$ cat config.mk
export PLATFORM = sky130hd
export DESIGN_NAME = booth_seq_multiplier
export DESIGN_NICKNAME = d
export VERILOG_FILES = /design/src/rtl/booth_seq_multiplier.sv
export SDC_FILE = /design/constraint.sdc
export NUM_CORES = 1
export LEC_CHECK = 0
export ABC_AREA = 1
export CAP_MARGIN = 0
export CORE_MARGIN = 5
export CORE_UTILIZATION = 45
export CTS_CLUSTER_SIZE = 40
export DETAILED_ROUTE_END_ITERATION = 8
export GPL_TIMING_DRIVEN = 0
export PLACE_DENSITY = 0.74
export SKIP_LAST_GASP = 1
export SYNTH_ARGS = -nofsm -noshare
export SYNTH_HDL_FRONTEND = slang
export SYNTH_SLANG_ARGS = --single-unit
$ cat constraint.sdc
create_clock -name clk -period 7.1 [get_ports clk]
set_clock_uncertainty 0.2 [all_clocks]
set_input_delay 1.065 -clock clk [delete_from_list [all_inputs] [get_ports clk]]
set_output_delay 1.065 -clock clk [all_outputs]
set_load 0.01 [all_outputs]
$ cat src/rtl/booth_seq_multiplier.sv
// Sequential radix-4 Booth multiplier with per-operation signed/unsigned mode.
// Each operation takes WIDTH/2+1 Booth steps, one per clock, and is framed by
// valid/ready handshakes on the operand side and on the product side.
module booth_seq_multiplier #(
   parameter int WIDTH = 32
) (
   input  logic               clk,
   input  logic               rst,
   input  logic               in_valid,
   output logic               in_ready,
   input  logic               signed_mode,
   input  logic [WIDTH-1:0]   A,
   input  logic [WIDTH-1:0]   B,
   output logic               out_valid,
   input  logic               out_ready,
   output logic [2*WIDTH-1:0] P,
   output logic               busy
);

   // Operands are carried as WIDTH+2 bits so that unsigned values become
   // non-negative two's complement numbers and the triplet count is integral.
   localparam int EW = WIDTH + 2;
   // Upper accumulator half: one bit for the 2A partial product, one guard bit.
   localparam int HW = EW + 2;
   localparam int N  = WIDTH / 2 + 1;
   localparam int CW = $clog2(N + 1);

   typedef enum logic [1:0] {
      IDLE,
      CALC,
      DONE
   } state_t;

   state_t          state;
   state_t          state_next;

   logic [EW-1:0]   mcand;     // extended multiplicand
   logic [HW-1:0]   acc_hi;    // running partial sum
   logic [EW-1:0]   acc_lo;    // multiplier bits, shifted out two per step
   logic            q_m1;      // b[2i-1] of the current triplet
   logic [CW-1:0]   cnt;

   logic [EW-1:0]   a_ext;
   logic [EW-1:0]   b_ext;
   logic [HW-1:0]   m_one;
   logic [HW-1:0]   m_two;
   logic [HW-1:0]   pp;
   logic [HW-1:0]   sum;
   logic [HW+EW-1:0] shifted;
   logic            accept;
   logic            last_step;

   assign a_ext = signed_mode ? {{2{A[WIDTH-1]}}, A} : {2'b00, A};
   assign b_ext = signed_mode ? {{2{B[WIDTH-1]}}, B} : {2'b00, B};

   assign m_one = {{2{mcand[EW-1]}}, mcand};
   assign m_two = {m_one[HW-2:0], 1'b0};

   // Booth partial-product selection from the current multiplier triplet.
   always_comb begin
      // NOTE: every always_comb output gets a default first so no path leaves it
      // unassigned; otherwise synthesis infers a latch.
      pp = '0;
      unique case ({acc_lo[1:0], q_m1})
         3'b001, 3'b010: pp = m_one;
         3'b011:         pp = m_two;
         3'b100:         pp = -m_two;
         3'b101, 3'b110: pp = -m_one;
         default:        pp = '0;
      endcase
   end

   // Add into the upper half, then arithmetic shift the whole accumulator by 2.
   assign sum     = acc_hi + pp;
   assign shifted = {{2{sum[HW-1]}}, sum, acc_lo[EW-1:2]};

   assign accept    = (state == IDLE) && in_valid;
   assign last_step = (cnt == CW'(1));

   assign in_ready  = (state == IDLE) && !rst;
   assign busy      = (state != IDLE);
   assign out_valid = (state == DONE);

   // State register; reset has priority over any handshake.
   always_ff @(posedge clk) begin
      // NOTE: clocked state uses non-blocking assignments so every register
      // samples pre-edge values regardless of statement order.
      if (rst) state <= IDLE;
      else     state <= state_next;
   end

   // Next-state decode.
   always_comb begin
      state_next = state;
      unique case (state)
         IDLE:    if (in_valid)  state_next = CALC;
         CALC:    if (last_step) state_next = DONE;
         DONE:    if (out_ready) state_next = IDLE;
         default: state_next = IDLE;
      endcase
   end

   // Datapath: operand capture, Booth steps, product register.
   always_ff @(posedge clk) begin
      if (rst) begin
         mcand  <= '0;
         acc_hi <= '0;
         acc_lo <= '0;
         q_m1   <= 1'b0;
         cnt    <= '0;
         P      <= '0;
      end else begin
         unique case (state)
            IDLE: begin
               if (accept) begin
                  mcand  <= a_ext;
                  acc_lo <= b_ext;
                  acc_hi <= '0;
                  q_m1   <= 1'b0;
                  cnt    <= CW'(N);
               end
            end
            CALC: begin
               acc_hi <= shifted[HW+EW-1:EW];
               acc_lo <= shifted[EW-1:0];
               q_m1   <= acc_lo[1];
               cnt    <= cnt - CW'(1);
               if (last_step) P <= shifted[2*WIDTH-1:0];
            end
            default: ;
         endcase
      end
   end

endmodule

# Word level (Yosys, flattened, before mapping)
# Cells that the tools add are included.
# Widths: inputs -> output; s select.
[totals]
out_inout_bits = 67
ff_bits = 176
elab_cells = 51
[op_classes]
add_sub_neg = 4
eq_ne = 13
reduce_logical = 12
mux = 15
[op_table]
columns = ["cell", "count"]
rows = [
  ["$pmux 36 s4", 1],
  ["$mux 34", 3],
  ["$neg 36->36", 2],
  ["$pmux 36 s2", 1],
  ["$pmux 34 s2", 1],
  ["$add 36x36->36", 1],
  ["$mux 36", 1],
  ["$pmux 5 s2", 1],
  ["$eq 3x3->1 const B", 3],
  ["$eq 3x2->1 const B", 2],
  ["$mux 2", 3],
  ["$ne 2x2->1 const B", 3],
  ["$pmux 2 s3", 1],
  ["$reduce_and 2->1", 3],
  ["$eq 5x1->1 const B", 1],
  ["$mux 5", 1],
  ["$sub 5x1->5 const B", 1],
  ["$reduce_bool 2->1", 2],
  ["$reduce_or 2->1", 2],
  ["$eq 3x1->1 const B", 1],
  ["$reduce_and 3->1", 1],
  ["$eq 2x1->1 const B", 1],
  ["$eq 2x2->1 const B", 1],
  ["$logic_and 1x1->1", 2],
  ["5 further kinds", 5],
]

# Longest topological paths before layout
[logic_depth]
word_depth = 5
mapped_depth = 26

# Worst setup path before layout
# No wires, ideal clock.
[synth_timing]
kind = "register -> register"
from = "register mcand[1]"
to = "register P[62]"
path_slack_ns = 3.948
arrival_ns = 2.836
setup_time_ns = 0.116
path_stages_with_launch = 24
path_buffers = 0
synth_period_minus_slack_ns = 3.152
path_cell_list = "dfxtp_1 inv_1 ha_1 nand3_2 nor2_4 nand2_1 nor2_1 xor2_1 inv_1 a221o_1 ha_1 nand2_1 nor2_1 inv_1 nor3_1 nand2_1 nand2_1 nand3_1 nand2_1 nand2_1 nand2_1 nand2_1 o211ai_1 inv_1"
[synth_via]
elab_chain_cells = 3
elab_cells_between_ends = 4
[synth_lines]
columns = ["element", "line", "source"]
rows = [
  ["from (decl)", "37", "logic [EW-1:0] mcand;"],
  ["from (signal assigned)", "116", "mcand <= a_ext;"],
  ["$neg 36->36 (on tied branches)", "68, 67", ""],
  ["$pmux 36 s4 (*)", "64", "unique case ({acc_lo[1:0], q_m1})"],
  ["$add 36x36->36 (*)", "74", "assign sum = acc_hi + pp;"],
  ["to (signal assigned)", "128", "if (last_step) P <= shifted[2*WIDTH-1:0];"],
  ["to (decl)", "16", "output logic [2*WIDTH-1:0] P,"],
]
# Every way passes the cells marked *; elsewhere a longest branch is shown, timed or not.
# A chain may end at the register's enable or synchronous reset.

# Final worst setup path
[layout_timing]
from = "input port rst"
to = "output port in_ready"
[layout_via]
elab_chain_cells = 2
[layout_lines]
columns = ["element", "line", "source"]
rows = [
  ["from (decl)", "8", "input logic rst,"],
  ["$logic_not 1->1", "80", "assign in_ready = (state == IDLE) && !rst;"],
  ["$logic_and 1x1->1", "80", ""],
  ["to (decl)", "10", "output logic in_ready,"],
]
# Every way passes these cells.

==> results_dict.tcl <==
set metrics [dict create \
    status "finished clean" \
    worst-slew-pin-transition_ps 740 \
    ys_seq_area_frac 0.340 \
    clockRootBuffer "clkbuf_16" \
    vias 10800 \
    p_leak_uw 0.00515 \
    finalSetupTns_ps 0 \
    cts_tree "done" \
    synth_top_area_frac 0.340 \
    dp_slack_ps 2480 \
    final-max-slew-violation-count 0 \
    power_per_cell_area_nw_per_um2 213 \
    postSynthCellCount 1545 \
    final_nets 1807 \
    yosysMostFrequentCell "nand2_1" \
    synthMuxAreaShare 0 \
    grt_pass1_vias 10200 \
    startpoint_type "primary input" \
    gp_congestion 0.984 \
    power_frac_comb 0.221 \
    grt.overflow.total 0 \
    peakVddDrop_mv 0.170 \
    worstHoldPathType "reg -> reg" \
    synthSimpleGateAreaFrac 0.307 \
    synth_cell_types 50 \
    synth_xor_area_frac 0.0378 \
    synth_edf_count 0 \
    syn_to_final_growth_pct 23.2 \
    avgSynthCellArea_sq_um 6.59 \
    rsz0062_at_grt "no" \
    post_cts_resized 0 \
    start_util 0.454 \
    finalNonFillerCells 1997 \
    track_usage 0.251 \
    path_clk_slew_ps 80 \
    clockPowerShare 0.377 \
    hold_buffers 0 \
    ys.flop_type "dfxtp_1" \
    final.setup.worst_slack_ps 2470 \
    ant_nets 0 \
    drtIter0Drc 870 \
    synthTopCellsByArea "dfxtp_1 34%, nand2_1 16%, a21oi_1 7.9%" \
    portBuffers 135 \
    htree_num_levels 4 \
    post-cts-setup-buffers 0 \
    cp_max_fo 10 \
    synth_top_family_by_area "simple AND/OR/NAND/NOR gates" \
    grt_pass1_wl_microns 52700 \
    rows 55 \
    antenna_found_initial 0 \
    netlist_area_sq_um 10200 \
    critPathKind "in -> out" \
    pwr-share-seq 0.403 \
    maxCapViolCount 0 \
    async_flop_share 0 \
    cp.arrival_ps 3360 \
    setup_viol 0 \
    numCtsBuffers 17 \
    yosys.area.top_type "dfxtp_1" \
    dp.cells 1965 \
    vias_per_cell 5.41 \
    drc 0 \
    dr.pass1.iters 5 \
    drive_gt1_frac 0.0461 \
    ys_top_cells_by_count "447 x nand2_1, 173 x dfxtp_1, 160 x a21oi_1" \
    clockBufferDepth 2 \
    p_int_uw 1730 \
    end_kind "output pin" \
    num-fill-cells 2222 \
    routedWlPerCell_microns 16.5 \
    p_sw_uw 938 \
    synth_fa_ha_area_frac 0.0487 \
    fmax_mhz 216 \
    worstPathRequired_ps 5830 \
    multi_input_area_sq_um 5910 \
    period_minus_slack_ps 4630 \
    clk_latency_ps 450 \
    place_hpwl_microns 26000 \
    seq_area_sq_um 3460 \
    maxSlewHeadroom 0.505 \
    hold_viol_final 0 \
    grt_max_degree 23 \
    synthesis.nets 1653 \
    timing.final.crit_share 0.652 \
    swShare 0.351 \
    synth-compound-area-share 0.187 \
    routed_wl_microns 33000 \
    die_h_microns 160 \
    die_area_sq_um 25700 \
    synth_warnings 0 \
    io_pins 136 \
    die_w_microns 160 \
    clock-sinks 173 \
    core_area_sq_um 22400 \
    antenna_cells 0 \
    ys_seq_elements 173 \
]
cell usage in the layout, fill, tap and decap left out, types with 5 or more instances in the layout:
cell,Yosys,layout
clkdlybuf4s50_1,0,135
a31oi_1,34,34
o21ai_0,94,94
ha_1,38,38
clkbuf_16,0,17
buf_2,9,9
o2111ai_1,9,9
dfxtp_1,173,173
nand4_1,14,14
nor2_1,158,158
nand3_1,73,73
inv_2,5,5
nor2_2,5,5
a21oi_1,160,160
clkbuf_1,52,52
nand2_1,447,447
inv_1,136,136
xnor2_1,7,7
nor3_1,12,12
o21ai_1,5,5
buf_1,5,5
xor2_1,37,37
a21o_1,7,7
o22ai_1,5,5
clkinv_8,0,7
per-stage QoR:
stage | hold slack [ps] | cell area [sq um] | total power [uW] | util
after floorplan | 233 | 10200 | 1470 | -
after global placement | 247 | 11900 | 1670 | 0.530
after detailed placement | 256 | 11900 | 1680 | 0.530
after CTS | 268 | 12500 | 2680 | 0.559
after global routing | 287 | 12500 | 2790 | 0.559
final | 267 | 12500 | 2670 | 0.559
state kept, by name (all words and copies together) (netlist names):
| register | flops |
|---|---|
| mcand | 33 |
| cnt | 5 |
| q_m1 | 1 |
| acc_hi | 34 |
| state | 2 |
| P | 64 |
| acc_lo | 34 |
cell type report:
cell class,count,area share
buffer,69,0.0222
multi-input combinational,1162,0.471
tap,285,0.0284
clock buffer,17,0.0339
sequential,173,0.276
inverter,141,0.0422
clock inverter,15,0.0180
timing repair buffer,135,0.108
worst max-delay path, stage by stage:
cell and delay [ps]:
clkdlybuf4s50_1 480, clkbuf_1 560, clkbuf_1 630, nor2_1 110
clkdlybuf4s50_1 510
per-layer routing:
layer | global-route usage | up-vias | share of wire
met5 | 0 | - | 0
li1 | - | 5382 | -
met1 | 0.330 | 4922 | 0.43
met2 | 0.400 | 421 | 0.45
met3 | 0.0572 | 79 | 0.077
met4 | 0.104 | 0 | 0.039
power groups by stage:
stage	combinational, uW	sequential, uW	clock (uW)
after global placement	572	1100	0
after global routing	649	1080	1060
after CTS	585	1080	1020
final	589	1080	1010
after floorplan	376	1090	0
after detailed placement	581	1100	0
logic make-up (layout without fill, tap and decap cells):
kind of cell,Yosys count,count (layout)
simple gates,737,737
compound gates,342,342
buf+inv,210,377
flops,173,173
xor+xnor,44,44
fa+ha+maj,39,39
path summary, 6_finish.rpt:
check,startpoint,to,slack (ps),cells past startpoint
max,rst,in_ready,2470,5
min,P[23],P[23],270,2
max reg2reg,acc_lo[0],P[59],2770,20
min reg2reg,P[23],P[23],270,2
(Power assumes the default switching activity.)
